===== config.mk =====
export PLATFORM = sky130hd
export DESIGN_NAME = pipe_hazard_ctrl
export DESIGN_NICKNAME = d
export VERILOG_FILES = /design/src/rtl/pipe_pkg.sv /design/src/rtl/sat_cnt16.sv /design/src/rtl/pipe_hazard_ctrl.sv
export SDC_FILE = /design/constraint.sdc
export NUM_CORES = 1
export LEC_CHECK = 0
export ABC_CLOCK_PERIOD_IN_PS = 2800
export CAP_MARGIN = 20
export CORE_MARGIN = 2
export CORE_UTILIZATION = 45
export CTS_CLUSTER_DIAMETER = 100
export DETAILED_ROUTE_END_ITERATION = 6
export PLACE_DENSITY_LB_ADDON = 0.05
export SLEW_MARGIN = 10
export SYNTH_ARGS = -nofsm -noshare
export SYNTH_HDL_FRONTEND = slang
export SYNTH_HIERARCHICAL = 1
export SYNTH_SLANG_ARGS = --single-unit

===== constraint.sdc =====
create_clock -name clk -period 2.8 [get_ports clk]
set_input_delay 0.56 -clock clk [delete_from_list [all_inputs] [get_ports clk]]
set_output_delay 0.56 -clock clk [all_outputs]
set_load 0.05 [all_outputs]

===== src/rtl/pipe_pkg.sv =====
// pipe_pkg: shared FSM encoding and widths for the pipeline hazard controller
package pipe_pkg;
  localparam int REG_W = 5;
  localparam int CNT_W = 16;
  typedef enum logic {RUN, DWAIT} state_t;
endpackage


===== src/rtl/sat_cnt16.sv =====
// sat_cnt16: 16-bit event counter that sticks at all-ones instead of wrapping
module sat_cnt16
  import pipe_pkg::*;
(
  input  logic             clk,
  input  logic             res,
  input  logic             inc,
  output logic [CNT_W-1:0] q
);
  // count one per qualifying cycle, hold once every bit is set
  always_ff @(posedge clk or posedge res)
    if (res) q <= '0;
    else if (inc && q != '1) q <= q + CNT_W'(1);
endmodule


===== src/rtl/pipe_hazard_ctrl.sv =====
// pipe_hazard_ctrl: stall/flush control for data-memory waits, taken branches and load-use hazards
module pipe_hazard_ctrl
  import pipe_pkg::*;
(
  input  logic             clk,
  input  logic             res,
  input  logic [REG_W-1:0] id_rs,
  input  logic [REG_W-1:0] id_rt,
  input  logic             id_uses_rt,
  input  logic             ex_mem_read,
  input  logic [REG_W-1:0] ex_rd,
  input  logic             mem_branch,
  input  logic             mem_read,
  input  logic             mem_write,
  input  logic             dmem_ready,
  output logic             pc_en,
  output logic             ifid_en,
  output logic             idex_en,
  output logic             exmem_en,
  output logic             ifid_flush,
  output logic             idex_flush,
  output logic             exmem_flush,
  output logic             memwb_bubble,
  output logic             pc_sel_branch,
  output logic             dmem_req,
  output logic [CNT_W-1:0] stall_cnt,
  output logic [CNT_W-1:0] flush_cnt
);
  state_t state;
  logic br_pend, acc, mem_stall, br, lu, lu_stall;
  // priority chain: memory wait freezes everything, a taken branch overrides a load-use stall
  always_comb begin
    acc = mem_read | mem_write;
    mem_stall = ~dmem_ready & ((state == DWAIT) | acc);
    br = ~mem_stall & (mem_branch | br_pend);
    lu = ex_mem_read & (ex_rd != '0) & ((ex_rd == id_rs) | (id_uses_rt & (ex_rd == id_rt)));
    lu_stall = ~mem_stall & ~br & lu;
  end
  assign pc_en = ~res & ~mem_stall & ~lu_stall;
  assign ifid_en = ~res & ~mem_stall & ~lu_stall;
  assign idex_en = ~res & ~mem_stall;
  assign exmem_en = ~res & ~mem_stall;
  assign ifid_flush = ~res & br;
  assign idex_flush = ~res & (br | lu_stall);
  assign exmem_flush = ~res & br;
  assign memwb_bubble = ~res & mem_stall;
  assign pc_sel_branch = ~res & br;
  assign dmem_req = ~res & ((state == DWAIT) | acc);
  // wait state tracks an outstanding access; a branch seen while frozen is remembered until release
  always_ff @(posedge clk or posedge res)
    if (res) begin
      state <= RUN;
      br_pend <= 1'b0;
    end else begin
      state <= mem_stall ? DWAIT : RUN;
      br_pend <= mem_stall & (mem_branch | br_pend);
    end
  sat_cnt16 u_stall (.clk(clk), .res(res), .inc(~res & (mem_stall | lu_stall)), .q(stall_cnt));
  sat_cnt16 u_flush (.clk(clk), .res(res), .inc(~res & br), .q(flush_cnt));
endmodule


[Word level (Yosys, flattened, before mapping)]
Index checks and enable logic that the tools add are counted.
Word-level totals
  register bits: 34
  input port bits: 23
  output and inout bits: 42
  logic and storage cells: 40
Cells by class
  add/sub/neg operators: 2
  eq/ne operators: 4
  multiplexer cells: 1
  bitwise logic cells: 26
  reductions and logical operators: 3
Operators by type and width (number)
  16-bit by 1-bit adder with 16-bit output, second input constant: 2
  16-bit != test, second input constant: 2
  1-bit AND: 15
  5-bit == test: 2
  1-bit bitwise OR: 6
  1-bit NOT: 5
  5-bit nonzero test: 1
  1-bit logical AND: 2
  1-bit 2-to-1 mux: 1

[Longest topological paths before layout]
  depth in word-level cells: 11
  depth in mapped cells: 8
  gate-level depth less buffers: 8

[By module]
Netlist, hierarchy kept.
By module, submodules not included
  sat_cnt16: instances 2, cells an instance 71, area an instance 805.8 sq um, seq. area each 400.4 sq um
  pipe_hazard_ctrl: instances 1, cells an instance 36, area an instance 294.0 sq um, seq. area each 50.0 sq um

[Worst setup path after synthesis]
No wires, ideal clock.
  path kind: input port to output port
  start point: in mem_write
  end point: out idex_flush
  data arrival time: 2.993 ns
  required time: 2.240 ns
  path slack: -0.753 ns
  cell stages on the path: 4
  path buffers: 0
  path through: nor3_2 > nor2_1 > nor3_1 > o21bai_1
On the way
  longest elaborated chain between the ends: 10
Ends and longest elaborated chain
  start, declared: line pipe_hazard_ctrl.sv:14  | input logic mem_write,
  1-bit bitwise OR (*): line pipe_hazard_ctrl.sv:33  | acc = mem_read | mem_write;
  1-bit bitwise OR (*): line pipe_hazard_ctrl.sv:34  | mem_stall = ~dmem_ready & ((state == DWAIT) | acc);
  1-bit AND (*): line pipe_hazard_ctrl.sv:34
  via mem_stall: line pipe_hazard_ctrl.sv:30  | logic br_pend, acc, mem_stall, br, lu, lu_stall;
  1-bit NOT (*): line pipe_hazard_ctrl.sv:35, pipe_hazard_ctrl.sv:37
  1-bit AND: line pipe_hazard_ctrl.sv:35  | br = ~mem_stall & (mem_branch | br_pend);
  1-bit NOT: line pipe_hazard_ctrl.sv:37  | lu_stall = ~mem_stall & ~br & lu;
  1-bit AND (2 in series): line pipe_hazard_ctrl.sv:37
  1-bit bitwise OR (*): line pipe_hazard_ctrl.sv:44  | assign idex_flush = ~res & (br | lu_stall);
  1-bit AND (*): line pipe_hazard_ctrl.sv:44
  end, declared: line pipe_hazard_ctrl.sv:21  | output logic idex_flush,
Mark *: on every way through the listed nets, which the timed path passes. The rest lies on a longest branch.

[Worst setup path in the final report]
  start point: in ex_rd[4]
  end point: out ifid_en
On the way
  longest elaborated chain between the ends: 7
  elaborated cells between the ends (all ways): 10
  classes of those cells: eq/ne: 2; bitwise: 7; reduce/logical: 1
Ends and longest elaborated chain
  start, declared: line pipe_hazard_ctrl.sv:11  | input logic [REG_W-1:0] ex_rd,
  5-bit == test: line pipe_hazard_ctrl.sv:36  | lu = ex_mem_read & (ex_rd != '0) & ((ex_rd == id_rs) | (id_uses_rt & (ex_rd == id_rt)));
  1-bit AND: line pipe_hazard_ctrl.sv:36
  1-bit bitwise OR: line pipe_hazard_ctrl.sv:36
  1-bit AND (*): line pipe_hazard_ctrl.sv:36
  1-bit AND (*): line pipe_hazard_ctrl.sv:37
  1-bit NOT (*): line pipe_hazard_ctrl.sv:40  | assign ifid_en = ~res & ~mem_stall & ~lu_stall;
  1-bit AND (*): line pipe_hazard_ctrl.sv:40
  end, declared: line pipe_hazard_ctrl.sv:17  | output logic ifid_en,
Every way passes the cells marked *; elsewhere a longest branch is shown, timed or not.

==> impl_metrics.toml <==
[status]
status = "completed"

[yosys]
ys_ff_latch = 34
syn_inst = 178
synth_area_um2 = 1906
seq_area_frac_synth = 0.4465
yosysMostFrequentCell = "dfrtp_1"
netlist.top_cell.by_area = "dfrtp_1"
synth_top_area_share = 0.4465
synth_cell_type_count = 34
synth_common_cells = "dfrtp_1 (34), xnor2_1 (23), nand3_1 (14)"
yosys-top-cells-area = "dfrtp_1 (45%), xnor2_1 (11%), xor2_1 (4.1%), nand3_1 (3.7%), nand4_1 (3.3%)"
yosys_warnings = 6
async_reset_ff_frac = 1.000
synth_flop_cell = "dfrtp_1"
synth.avg_cell_area_um2 = 10.71
synth_edf_count = 0
synth_nets = 203

[global_route]
grt_max_degree = 17
overflow = 0
grtUsageTotal = 0.2043
grt_pass1_wl_um = 7790
grt_pass1_vias = 1646
grt_antenna_before_repair = 0

[die]
initial_core_util = 0.4730
rows = 23
ios = 65
fp.dieW_um = 69.08
core_um2 = 4029
die_area_um2 = 4771
die_h_um = 69.08

[sta]
slew_headroom = 0.5840
period_needed_ns = 2.711
setup_violations = 0
clock_skew_ns = 0.009389
finalMaxSlewViolations = 0
tightest_slew_ns = 0.6233
fmax_ghz = 0.3689
fin_crit_sh = 0.9681
finalHoldViolCount = 0
grt_setup_unrepaired = "no"
whs_ns = 0.5104

[cts]
cts_hold_buf = 0
insertion_delay_ns = 0.28
cts_tree = "built"
clockRootBuffer = "clkbuf_8"
cts_max_level = 2
numCtsBuffers = 5
clk_pin_slew_worst_paths_ns = 0.07
clock_path_buffers = 2
clock-sinks = 34

[pwr]
leakage_nw = 1.287
ir_drop_v = 0.0005524
power_density_nw_per_um2 = 614.6

[critical_path]
cp_max_fo = 3
cp-start-kind = "primary input"
startpoint = "ex_rd[4]"
crit_arrival_ns = 2.15
rr_startpoint = "state$_DFF_PP0_"
rr_worst_depth = 8
r2r_slack_ns = 0.80
crit_required_ns = 2.24
cp-end-kind = "output pin"
critPathKind = "in2out"

[route]
first_iter_violations = 35
drt-pass1-iter-count = 4
wl_per_cell_um = 15.14
via_count = 1668
drc = 0
postRouteAntennaNets = 0
drt_wl_total_um = 4679
vias_per_cell = 5.398

[layout]
areaGrowthSynthToFinish_pct = 51.81
nets = 284
final_cells = 309
diodes = 0
drive_gt1_frac = 0.2201

[place]
gp_congestion = 0.7769
dp.final_hpwl_um = 3588
dp_cells = 301
portBuffers = 64

[min_path]
min_from = "u_flush/q[15]$_DFFE_PP0P_"
hp-class = "reg2reg"
holdPathStages = 1

[flow_run]
maxCapViolCount = 0
==> placed cells by master, fill, tap and decap left out, drive strengths merged, types with 2 or more instances in the layout <==
master	n
ha	2
buf	24
dlymetal6s2s	2
nand3	14
and3	10
dfrtp	34
xnor2	23
xor2	9
nor4	3
inv	3
clkdlybuf4s50	45
clkinv	2
a21oi	4
mux2	4
and2	2
nand4	14
o21bai	2
nand2	14
mux2i	2
nand2b	2
nor3	5
and4	8
clkbuf	5
o21a	2
dlygate4sd2	7
nor2	11
==> critical path, cell delays in order <==
cell,delay [ns]
dlygate4sd2_1,0.27
xor2_1,0.18
nor4_2,0.30
a32oi_2,0.17
o41a_2,0.50
buf_8,0.17
==> flip-flops by register name (all words and copies together) (netlist names) <==
signal     count
u_flush/q     16
u_stall/q     16
br_pend        1
state          1
==> area by class of cell <==
type	count	area, µm²
Multi-Input combinational cell	137	1057
Clock buffer	5	68.82
Inverter	3	11.26
Clock inverter	2	10.01
Fill cell	300	1136
Sequential cell	34	850.8
Timing Repair Buffer	78	832.0
Tap cell	50	62.56
==> power breakdown <==
part           internal, mW  total (mW)  leakage, nW  switching (mW)
Combinational         0.289       0.754        0.791           0.465
Sequential            0.569       0.687        0.452           0.119
Clock                 0.167       0.337       0.0438           0.170
==> worst paths after layout <==
check                                            end
max                                          ifid_en
min                        u_flush/q[15]$_DFFE_PP0P_
max reg2reg                u_flush/q[14]$_DFFE_PP0P_
min reg2reg                u_flush/q[15]$_DFFE_PP0P_
max in group asynchronous   u_flush/q[6]$_DFFE_PP0P_
min in group asynchronous          br_pend$_DFF_PP0_
==> what timing repair did <==
action,in CTS,in global routing
resized for setup,13,5
setup endpoints to repair,3,6
setup buffers,1,0
gates cloned,0,0
pin swaps,3,3
==> routing by layer <==
layer,part of all wire,GRT usage,wire length (µm),vias to the layer above
met5,0,0,0,-
met2,0.54,0.3686,2542,40
met1,0.40,0.2385,1882,816
met4,0.019,0.06536,87,0
met3,0.035,0.04678,166,10
li1,-,-,-,802
==> cell families (layout without fill, tap and decap cells) <==
family                     count (synthesis)  count (layout)  share of synthesized area
AOI/OAI and AO/OA                         11              11                    0.03939
xor gates and xnor gates                  32              32                     0.1471
adders and majority gates                  2               2                    0.01313
buffers and inverters                      7              88                    0.02167
DFF                                       34              34                     0.4465
muxes                                      6               6                    0.03414
and+or+nand+nor                           86              86                     0.2981
==> per-stage QoR <==
step                  util  power, mW  cell area [µm²]  TNS [ns]  worst slack [ns]
CTS                 0.7127      1.786             2872         0         0.0006353
global route        0.7180      1.869             2893         0           0.02641
finish              0.7180      1.778             2893         0           0.08935
floorplan                -      1.144             1926         0            0.1221
global placement    0.6879      1.421             2771   -0.6911           -0.1272
detailed placement  0.6879      1.441             2771    -1.510           -0.2373
Power figures use the tool's default switching activity.
